==> config.mk <==
export PLATFORM = sky130hd
export DESIGN_NAME = id_stage
export DESIGN_NICKNAME = d
export VERILOG_FILES = /design/src/rtl/id_stage.sv
export SDC_FILE = /design/constraint.sdc
export NUM_CORES = 2
export LEC_CHECK = 0
export BUFFER_PORTS_ARGS = -buffer_cell sky130_fd_sc_hd__clkbuf_2
export CORE_MARGIN = 2
export CORE_UTILIZATION = 62
export CTS_CLUSTER_DIAMETER = 60
export DETAILED_ROUTE_END_ITERATION = 12
export PLACE_DENSITY = 0.88
export REMOVE_ABC_BUFFERS = 1
export SETUP_SLACK_MARGIN = 0.5
export SYNTH_ARGS = -nofsm -noshare
export SYNTH_HDL_FRONTEND = slang
export SYNTH_SLANG_ARGS = --single-unit
==> constraint.sdc <==
create_clock -name clk -period 13.2 [get_ports clk]
set_input_delay 3.96 -clock clk [delete_from_list [all_inputs] [get_ports clk]]
set_output_delay 3.96 -clock clk [all_outputs]
set_load 0.005 [all_outputs]
==> src/rtl/id_stage.sv <==
// RV32I decode stage: IF/ID register, register file with write-through bypass, immediate
// generation, control decode, load-use / branch hazard detection and early branch resolution.
module id_stage #(
  parameter int PC_WIDTH   = 32,
  parameter int INST_WIDTH = 32,
  parameter int DATA_WIDTH = 32
) (
  input  logic                  clk,
  input  logic                  reset_n,
  input  logic [PC_WIDTH-1:0]   if_pc,
  input  logic [PC_WIDTH-1:0]   if_pc_next,
  input  logic [INST_WIDTH-1:0] if_inst,
  input  logic                  ex_mem_read,
  input  logic                  ex_reg_write,
  input  logic [4:0]            ex_rd,
  input  logic                  mem_mem_read,
  input  logic                  mem_reg_write,
  input  logic [4:0]            mem_rd,
  input  logic [DATA_WIDTH-1:0] mem_alu_result,
  input  logic                  wb_reg_write,
  input  logic [4:0]            wb_rd,
  input  logic [DATA_WIDTH-1:0] wb_data,
  output logic                  pc_sel,
  output logic [PC_WIDTH-1:0]   pc_imm,
  output logic                  pc_write,
  output logic                  IF_flush,
  output logic                  IF_ID_write,
  output logic [PC_WIDTH-1:0]   id_pc,
  output logic [PC_WIDTH-1:0]   id_pc_next,
  output logic [DATA_WIDTH-1:0] rs1_data,
  output logic [DATA_WIDTH-1:0] rs2_data,
  output logic [DATA_WIDTH-1:0] imm,
  output logic [4:0]            rs1,
  output logic [4:0]            rs2,
  output logic [4:0]            rd,
  output logic [2:0]            funct3,
  output logic [3:0]            alu_op,
  output logic                  alu_src,
  output logic                  mem_read,
  output logic                  mem_write,
  output logic                  reg_write,
  output logic                  mem_to_reg,
  output logic                  jump,
  output logic                  illegal
);

  localparam logic [INST_WIDTH-1:0] INST_NOP = INST_WIDTH'(32'h0000_0013);

  localparam logic [6:0] OPC_LUI    = 7'b0110111;
  localparam logic [6:0] OPC_AUIPC  = 7'b0010111;
  localparam logic [6:0] OPC_JAL    = 7'b1101111;
  localparam logic [6:0] OPC_JALR   = 7'b1100111;
  localparam logic [6:0] OPC_BRANCH = 7'b1100011;
  localparam logic [6:0] OPC_LOAD   = 7'b0000011;
  localparam logic [6:0] OPC_STORE  = 7'b0100011;
  localparam logic [6:0] OPC_OPIMM  = 7'b0010011;
  localparam logic [6:0] OPC_OP     = 7'b0110011;
  localparam logic [6:0] OPC_FENCE  = 7'b0001111;

  // alu_op is {inst[30], funct3} for OP/OP-IMM; PASSB forwards the immediate for LUI
  localparam logic [3:0] ALU_ADD   = 4'b0000;
  localparam logic [3:0] ALU_SUB   = 4'b1000;
  localparam logic [3:0] ALU_PASSB = 4'b1111;

  logic [INST_WIDTH-1:0] inst_q, inst_d;
  logic [PC_WIDTH-1:0]   pc_q, pc_d;
  logic [PC_WIDTH-1:0]   pc_next_q, pc_next_d;
  logic                  valid_q, valid_d;
  logic [DATA_WIDTH-1:0] regs_q [32];
  logic [DATA_WIDTH-1:0] regs_d [32];

  logic [6:0]            opcode;
  logic [DATA_WIDTH-1:0] imm_i, imm_s, imm_b, imm_u, imm_j;
  logic [3:0]            dec_alu_op;
  logic                  dec_alu_src, dec_mem_read, dec_mem_write, dec_reg_write;
  logic                  dec_mem_to_reg, dec_jump, legal;
  logic                  use_rs1, use_rs2, is_branch, is_jal, is_jalr;
  logic                  load_use, br_haz_1, br_haz_2, stall, ctrl_en;
  logic [DATA_WIDTH-1:0] br_op1, br_op2, jalr_sum;
  logic                  br_cond;

  always_ff @(posedge clk or negedge reset_n) begin
    if (!reset_n) begin
      inst_q    <= INST_NOP;
      pc_q      <= '0;
      pc_next_q <= '0;
      valid_q   <= 1'b0;
      for (int i = 0; i < 32; i++) regs_q[i] <= '0;
    end else begin
      inst_q    <= inst_d;
      pc_q      <= pc_d;
      pc_next_q <= pc_next_d;
      valid_q   <= valid_d;
      regs_q    <= regs_d;
    end
  end

  // Flush wins over capture so a redirected fetch never reaches decode
  always_comb begin
    inst_d    = inst_q;
    pc_d      = pc_q;
    pc_next_d = pc_next_q;
    valid_d   = valid_q;
    if (IF_flush) begin
      inst_d  = INST_NOP;
      valid_d = 1'b0;
    end else if (IF_ID_write) begin
      inst_d    = if_inst;
      pc_d      = if_pc;
      pc_next_d = if_pc_next;
      valid_d   = 1'b1;
    end
  end

  always_comb begin
    regs_d = regs_q;
    if (wb_reg_write && wb_rd != 5'd0) regs_d[wb_rd] = wb_data;
  end

  assign opcode = inst_q[6:0];
  assign rs1    = inst_q[19:15];
  assign rs2    = inst_q[24:20];
  assign rd     = inst_q[11:7];
  assign funct3 = inst_q[14:12];
  assign id_pc      = pc_q;
  assign id_pc_next = pc_next_q;

  always_comb begin
    rs1_data = regs_q[rs1];
    if (rs1 == 5'd0) rs1_data = '0;
    else if (wb_reg_write && wb_rd == rs1) rs1_data = wb_data;
    rs2_data = regs_q[rs2];
    if (rs2 == 5'd0) rs2_data = '0;
    else if (wb_reg_write && wb_rd == rs2) rs2_data = wb_data;
  end

  assign imm_i = {{(DATA_WIDTH-11){inst_q[31]}}, inst_q[30:20]};
  assign imm_s = {{(DATA_WIDTH-11){inst_q[31]}}, inst_q[30:25], inst_q[11:7]};
  assign imm_b = {{(DATA_WIDTH-12){inst_q[31]}}, inst_q[7], inst_q[30:25], inst_q[11:8], 1'b0};
  assign imm_u = {{(DATA_WIDTH-31){inst_q[31]}}, inst_q[30:12], 12'b0};
  assign imm_j = {{(DATA_WIDTH-20){inst_q[31]}}, inst_q[19:12], inst_q[20], inst_q[30:21], 1'b0};

  always_comb begin
    imm            = imm_i;
    dec_alu_op     = ALU_ADD;
    dec_alu_src    = 1'b0;
    dec_mem_read   = 1'b0;
    dec_mem_write  = 1'b0;
    dec_reg_write  = 1'b0;
    dec_mem_to_reg = 1'b0;
    dec_jump       = 1'b0;
    legal          = 1'b1;
    use_rs1        = 1'b0;
    use_rs2        = 1'b0;
    is_branch      = 1'b0;
    is_jal         = 1'b0;
    is_jalr        = 1'b0;
    case (opcode)
      OPC_LUI: begin
        imm = imm_u; dec_alu_op = ALU_PASSB; dec_alu_src = 1'b1; dec_reg_write = 1'b1;
      end
      OPC_AUIPC: begin
        imm = imm_u; dec_alu_src = 1'b1; dec_reg_write = 1'b1;
      end
      OPC_JAL: begin
        imm = imm_j; dec_reg_write = 1'b1; dec_jump = 1'b1; is_jal = 1'b1;
      end
      OPC_JALR: begin
        dec_alu_src = 1'b1; dec_reg_write = 1'b1; dec_jump = 1'b1;
        is_jalr = 1'b1; use_rs1 = 1'b1;
      end
      OPC_BRANCH: begin
        imm = imm_b; dec_alu_op = ALU_SUB; is_branch = 1'b1;
        use_rs1 = 1'b1; use_rs2 = 1'b1;
      end
      OPC_LOAD: begin
        dec_alu_src = 1'b1; dec_mem_read = 1'b1; dec_reg_write = 1'b1;
        dec_mem_to_reg = 1'b1; use_rs1 = 1'b1;
      end
      OPC_STORE: begin
        imm = imm_s; dec_alu_src = 1'b1; dec_mem_write = 1'b1;
        use_rs1 = 1'b1; use_rs2 = 1'b1;
      end
      OPC_OPIMM: begin
        dec_alu_op  = {(inst_q[14:12] == 3'b101) & inst_q[30], inst_q[14:12]};
        dec_alu_src = 1'b1; dec_reg_write = 1'b1; use_rs1 = 1'b1;
      end
      OPC_OP: begin
        imm = '0; dec_alu_op = {inst_q[30], inst_q[14:12]}; dec_reg_write = 1'b1;
        use_rs1 = 1'b1; use_rs2 = 1'b1;
      end
      OPC_FENCE: ;
      default: legal = 1'b0;
    endcase
  end

  always_comb begin
    load_use = ex_mem_read && ex_rd != 5'd0 &&
               ((use_rs1 && ex_rd == rs1) || (use_rs2 && ex_rd == rs2));
    br_haz_1 = use_rs1 && ((ex_reg_write && ex_rd != 5'd0 && ex_rd == rs1) ||
                           (mem_mem_read && mem_rd != 5'd0 && mem_rd == rs1));
    br_haz_2 = use_rs2 && ((ex_reg_write && ex_rd != 5'd0 && ex_rd == rs2) ||
                           (mem_mem_read && mem_rd != 5'd0 && mem_rd == rs2));
    stall    = valid_q && (load_use || ((is_branch || is_jalr) && (br_haz_1 || br_haz_2)));
    ctrl_en  = valid_q && legal && !stall;
  end

  always_comb begin
    br_op1 = rs1_data;
    if (mem_reg_write && mem_rd != 5'd0 && mem_rd == rs1) br_op1 = mem_alu_result;
    br_op2 = rs2_data;
    if (mem_reg_write && mem_rd != 5'd0 && mem_rd == rs2) br_op2 = mem_alu_result;
    case (funct3)
      3'b000:  br_cond = (br_op1 == br_op2);
      3'b001:  br_cond = (br_op1 != br_op2);
      3'b100:  br_cond = ($signed(br_op1) <  $signed(br_op2));
      3'b101:  br_cond = ($signed(br_op1) >= $signed(br_op2));
      3'b110:  br_cond = (br_op1 <  br_op2);
      3'b111:  br_cond = (br_op1 >= br_op2);
      default: br_cond = 1'b0;
    endcase
    jalr_sum = br_op1 + imm;
    if (is_jalr) pc_imm = jalr_sum[PC_WIDTH-1:0] & ~PC_WIDTH'(1);
    else         pc_imm = pc_q + imm[PC_WIDTH-1:0];
  end

  assign pc_sel      = ctrl_en && (is_jal || is_jalr || (is_branch && br_cond));
  assign IF_flush    = pc_sel;
  assign pc_write    = !stall;
  assign IF_ID_write = !stall;

  assign alu_op     = ctrl_en ? dec_alu_op : 4'd0;
  assign alu_src    = ctrl_en & dec_alu_src;
  assign mem_read   = ctrl_en & dec_mem_read;
  assign mem_write  = ctrl_en & dec_mem_write;
  assign reg_write  = ctrl_en & dec_reg_write;
  assign mem_to_reg = ctrl_en & dec_mem_to_reg;
  assign jump       = ctrl_en & dec_jump;
  assign illegal    = valid_q & ~legal;

endmodule

# Word level (Yosys, flattened, before mapping)

Cells that the tools add are included.

Add/subtract/negate cells: 2
$lt $le $gt $ge: 8
Equality and inequality tests: 24
Multiplexer cells: 35
Bitwise operators: 13
Reductions and logical operators: 48

Operators by type and width:

| operator             | number |
|---|---|
| $bwmux W1024         | 1 |
| $mux W32             | 14 |
| $bmux W32 S5         | 2 |
| $demux W32 S5        | 1 |
| $pmux W32 S5         | 1 |
| $add A32 B32 Y32     | 2 |
| $ge A32 B32 Y1       | 2 |
| $lt A32 B32 Y1       | 2 |
| $eq A32 B32 Y1       | 1 |
| $ne A32 B32 Y1       | 1 |
| $eq A5 B5 Y1         | 6 |
| $logic_and A1 B1 Y1  | 25 |
| $eq A7 B6 Y1 const B | 3 |
| $eq A7 B7 Y1 const B | 3 |
| $ge A6 B6 Y1 const B | 3 |
| $not A5 Y6           | 3 |
| $pmux W4 S4          | 1 |
| $reduce_bool A5 Y1   | 3 |
| $eq A7 B5 Y1 const B | 2 |
| $mux W1              | 13 |
| $eq A3 B3 Y1 const B | 4 |
| $reduce_or A6 Y1     | 2 |
| $logic_not A5 Y1     | 2 |
| $reduce_or A10 Y1    | 1 |
| other kinds (16)     | 32 |

Register bits: 1121
Bits of input ports: 182
Output and inout bits: 225
Logic and storage cells: 166

# Longest topological paths before layout

Word-level depth: 14
Depth in mapped cells: 24
Mapped depth without buffers: 19

# Worst setup path before layout

No wires, ideal clock.

Path kind: input -> output
From: input port wb_rd[4]
To: output port pc_sel
Arrival: 8150 ps
Slack: 1090 ps
Cell stages on the path: 23
Buffers on the path: 6
Cells stage by stage: clkbuf_1 > xor2_1 > nor4_2 > nand3_1 > clkbuf_1 > clkbuf_1 > nor2_1 > a211oi_1 > mux2_2 > ha_1 > a21o_1 > a21o_1 > a21o_1 > a2111oi_2 > o21ai_1 > nor2_2 > a21oi_1 > a2111oi_4 > o31ai_4 > inv_2 > buf_6 > buf_4 > buf_4

Cells in the longest elaborated chain, start to end: 10
Elaborated cells on any way between the ends: 20
Those cells by class: order compare: 4; eq/ne: 4; mux: 7; reduce/logical: 5

RTL lines:

| element                                      | RTL line | RTL |
|---|---|---|
| start: declaration                           | 21       | `input logic [4:0] wb_rd,` |
| $eq A5 B5 Y1 *                               | 131      | `else if (wb_reg_write && wb_rd == rs1) rs1_data = wb_data;` |
| $logic_and A1 B1 Y1 *                        | 131      |  |
| $mux W32 *                                   | 131      |  |
| $mux W32 *                                   | 130      | `if (rs1 == 5'd0) rs1_data = '0;` |
| net rs1_data[25]                             | 30       | `output logic [DATA_WIDTH-1:0] rs1_data,` |
| $mux W32 *                                   | 210      | `if (mem_reg_write && mem_rd != 5'd0 && mem_rd == rs1) br_op1 = mem_alu_result;` |
| $ge A32 B32 Y1, or another cell as far along | 219      | `3'b111: br_cond = (br_op1 >= br_op2);` |
| $pmux W1 S6 *                                | 213      | `case (funct3)` |
| $logic_and A1 B1 Y1 *                        | 227      | `assign pc_sel = ctrl_en && (is_jal \|\| is_jalr \|\| (is_branch && br_cond));` |
| $logic_or A1 B1 Y1 *                         | 227      |  |
| $logic_and A1 B1 Y1 *                        | 227      |  |
| end: declaration                             | 23       | `output logic pc_sel,` |

Mark *: on every way through the listed nets, which the timed path passes. The rest lies on a longest branch.

# Worst setup path in the final report

From: input port wb_rd[0]
To: output port pc_imm[15]

Cells in the longest elaborated chain, start to end: 7

RTL lines:

| element             | RTL line | RTL |
|---|---|---|
| $eq A5 B5 Y1        | 131      |  |
| $logic_and A1 B1 Y1 | 131      |  |
| $mux W32            | 131      |  |
| $mux W32            | 130      |  |
| $mux W32            | 210      |  |
| $add A32 B32 Y32    | 222      | `jalr_sum = br_op1 + imm;` |
| $mux W32            | 223      | `if (is_jalr) pc_imm = jalr_sum[PC_WIDTH-1:0] & ~PC_WIDTH'(1);` |
| end: declaration    | 24       | `output logic [PC_WIDTH-1:0] pc_imm,` |

Every way passes these cells.

==> results.ini <==
[status]
outcome = complete, no violations

[logic_synthesis]
synthMuxAreaShare_pct = 40.6
synth.distinct_cells = 85
yosysWarningCount = 0
avgSynthCellArea_um2 = 13.8
synth_compound_area_share_pct = 6.01
asyncSetResetFlopFracSynth_pct = 100
syn-cell-area_um2 = 65900
ys.flop_type = dfrtp_1
synth_adder_area_share_pct = 1.83
yosys.area_share.simple_pct = 4.29
synth-edff-count = 0
ys_seq_area_share_pct = 42.6
ys_ff_latch = 1121
syn-instance-count = 4775
synthXorXnorAreaFrac_pct = 1.06
synth_top_family_by_area = multiplexers

[layout]
drive_above_1_share_pct = 49.6
fill_cells = 6612
finalInstanceArea_um2 = 73200
fin_cells = 6439
final_cell_mix = dfrtp_1, mux2_2, mux4_2, clkbuf_2, nand2_1
final_common_cell = dfrtp_1
area_delta_synth_final_pct = 11.2
final_nets = 5214

[critical_path]
cpMaxStageDelayCell = mux2i_1
crit_type = input port to output port
path_cells = clkbuf_2 -> xor2_1 -> nor4_2 -> nand3_4 -> buf_6 -> nor2_1 -> a211oi_1 -> mux2_2 -> ha_1 -> and3_1 -> nand4_1 -> nor3_1 -> a31oi_4 -> o21bai_1 -> a21oi_1 -> xor2_1 -> mux2i_1 -> clkbuf_2
start_kind = input port
crit_path_end_kind = output port
slowest_delay_ps = 490
worstPathRequired_ps = 9240
crit_family = simple AND/OR/NAND/NOR gates
critPathMaxFanout = 30
worst_ep_arrival_time_ps = 8680
path_buf_inv = 3

[clock_tree]
root_buffer = clkbuf_16
cts_tree = done
numCtsBuffers = 120
clkSinkCount = 1121
clk_pin_slew_ps = 50
clk_latency_ps = 750
clockBufferDepth = 3
ctsHoldBuffers = 0
cts_max_level = 3

[global_route]
antenna_found_initial = 19
grt_max_degree = 173
grt_first_pass_wirelength_um = 333000
grt_overflow = 0
grt_pass1_vias = 49666
track_usage_pct = 42.1

[floorplanning]
rows = 119
ios = 407
die_x_um = 330
start_util_pct = 62.6
core_um2 = 105000
die_height_um = 330
die_area_um2 = 109000

[pwr]
p_sw_share_pct = 31.8
power_mw = 11.2
pwr-share-seq_pct = 41.2
internal_power_mw = 7.62
comb_power_share_pct = 28.0
power.switching_mw = 3.55
powerDensity_nw_per_um2 = 153
ir_worst_vdd_mv = 0.133
clkPwrFrac_pct = 30.8
power.leakage_nw = 32.1

[routing]
drc = 0
routed_via_density = 7.64
vias = 49174
drt-total-wl_um = 230000
drt_iter0_drc = 6743
ant_nets = 0
dr.pass1.iters = 6
wire_per_inst_um = 35.7

[sta]
finalMaxSlewViolations = 0
setup_ws_ps = 559
relSlewSlack_pct = 25.2
fin_crit_ps = 12640
hold_viol_final = 0
tightest_slew_ps = 1120
timing.final.crit_share_pct = 95.8
setup_viol = 0
clock_skew_ps = 48.9
rsz0062_at_grt = yes
fmax_mhz = 79.1

[placement]
pre_cts_slack_ps = 206
placedCellCount = 6191
dp_hpwl_um = 140000
placed_area_um2 = 69000
place.gp.congestion = 0.995
io_buffer_count = 406

[job]
maxCapViolCount = 0

[worst_hold_path]
hold_class = flop to flop

==> kinds of logic after synthesis <==
family,count (synthesis)
and+or+nand+nor,600
adders and majority gates,95
muxes,1750
buffers and inverters,554
AOI/OAI and AO/OA,575
xor gates and xnor gates,80
DFF,1121
==> per-layer routing <==
metal  up-vias  share of wire (%)  global-route usage (%)
met1     24931                 33                    50.8
li1      18751                  -                       -
met4        14                9.5                    33.3
met5         -              0.046                  0.0435
met3      1237                 14                    15.3
met2      4241                 44                    61.7
==> synth_stat cells, types with 5 or more instances <==
| cell type | number | area (µm²) |
|---|---|---|
| clkbuf_1 | 344 | 1290 |
| nand2_1 | 225 | 845 |
| nor3_1 | 25 | 125 |
| o2111ai_1 | 65 | 569 |
| mux2i_1 | 102 | 1020 |
| xor2_1 | 38 | 333 |
| and2_1 | 16 | 100 |
| o21bai_1 | 14 | 105 |
| o21ai_1 | 12 | 60.1 |
| mux2_2 | 1010 | 11400 |
| a31oi_1 | 11 | 68.8 |
| o21a_1 | 12 | 90.1 |
| inv_1 | 26 | 97.6 |
| nor2b_1 | 9 | 56.3 |
| or3_1 | 11 | 68.8 |
| xnor2_1 | 42 | 368 |
| buf_2 | 83 | 415 |
| o21ai_0 | 77 | 385 |
| and3_1 | 72 | 450 |
| dfrtp_1 | 1118 | 28000 |
| nand4_1 | 14 | 87.6 |
| nand2b_1 | 16 | 100 |
| ha_1 | 93 | 1160 |
| nand3_1 | 30 | 150 |
| a21oi_1 | 130 | 651 |
| a21o_1 | 52 | 390 |
| nor2_1 | 142 | 533 |
| a211oi_1 | 74 | 556 |
| o211ai_1 | 69 | 518 |
| nor3b_1 | 8 | 60.1 |
| buf_4 | 35 | 263 |
| nor4_1 | 10 | 62.6 |
| o22ai_1 | 8 | 50.1 |
| mux4_2 | 635 | 14300 |
| nand3b_1 | 5 | 37.5 |
| buf_1 | 57 | 214 |
==> through the flow <==
step	hold slack (ps)	setup TNS, ps	util (%)
floorplan	365	-1023400	-
global placement	378	0	65.5
detailed placement	384	0	65.5
CTS	397	0	69.3
global route	412	0	69.6
finish	395	0	69.6
==> registers in the layout (all words and copies together) (netlist names) <==
signal,cells
id_pc,32
id_pc_next,32
inst_q,32
regs_q,1024
valid_q,1
==> path summary, 6_finish.rpt <==
check / startpoint / end / slack [ps] / cells after the start
max in group asynchronous: reset_n / regs_q[894] / 7320 / 3
worst min-delay path: regs_q[1021] / regs_q[1021] / 390 / 0
worst max register to register: inst_q[20] / id_pc_next[23] / 6000 / 16
worst min register to register: regs_q[1021] / regs_q[1021] / 390 / 0
min in group asynchronous: reset_n / regs_q[267] / 3270 / 1
worst max-delay path: wb_rd[0] / pc_imm[15] / 560 / 18
==> layout make-up <==
type	count	area, µm²	share of cell area [%]
multi-input combinational	3100	35800	48.9
sequential	1121	28100	38.4
clock buffer	172	3510	4.79
timing repair buffer	565	3470	4.74
tap	1391	1740	2.38
clock inverter	45	474	0.647
inverter	29	113	0.154
antenna	16	40.0	0.0547
==> power groups by stage <==
stage / Combinational, mW / Sequential (mW) / Clock (mW)
2_1_floorplan: 2.05 / 4.46 / 0
3_3_place_gp: 2.89 / 4.51 / 0
3_5_place_dp: 2.98 / 4.59 / 0
4_1_cts: 3.03 / 4.56 / 3.43
5_1_grt: 3.26 / 4.65 / 3.58
6_report: 3.13 / 4.60 / 3.44
==> what timing repair did <==
item / 4_1_cts / 5_1_grt
setup endpoints to repair: 5 / 7
buffers inserted: 0 / 15
pin swaps: 0 / 6
gates resized for setup: 5 / 15
(Power assumes the default switching activity.)
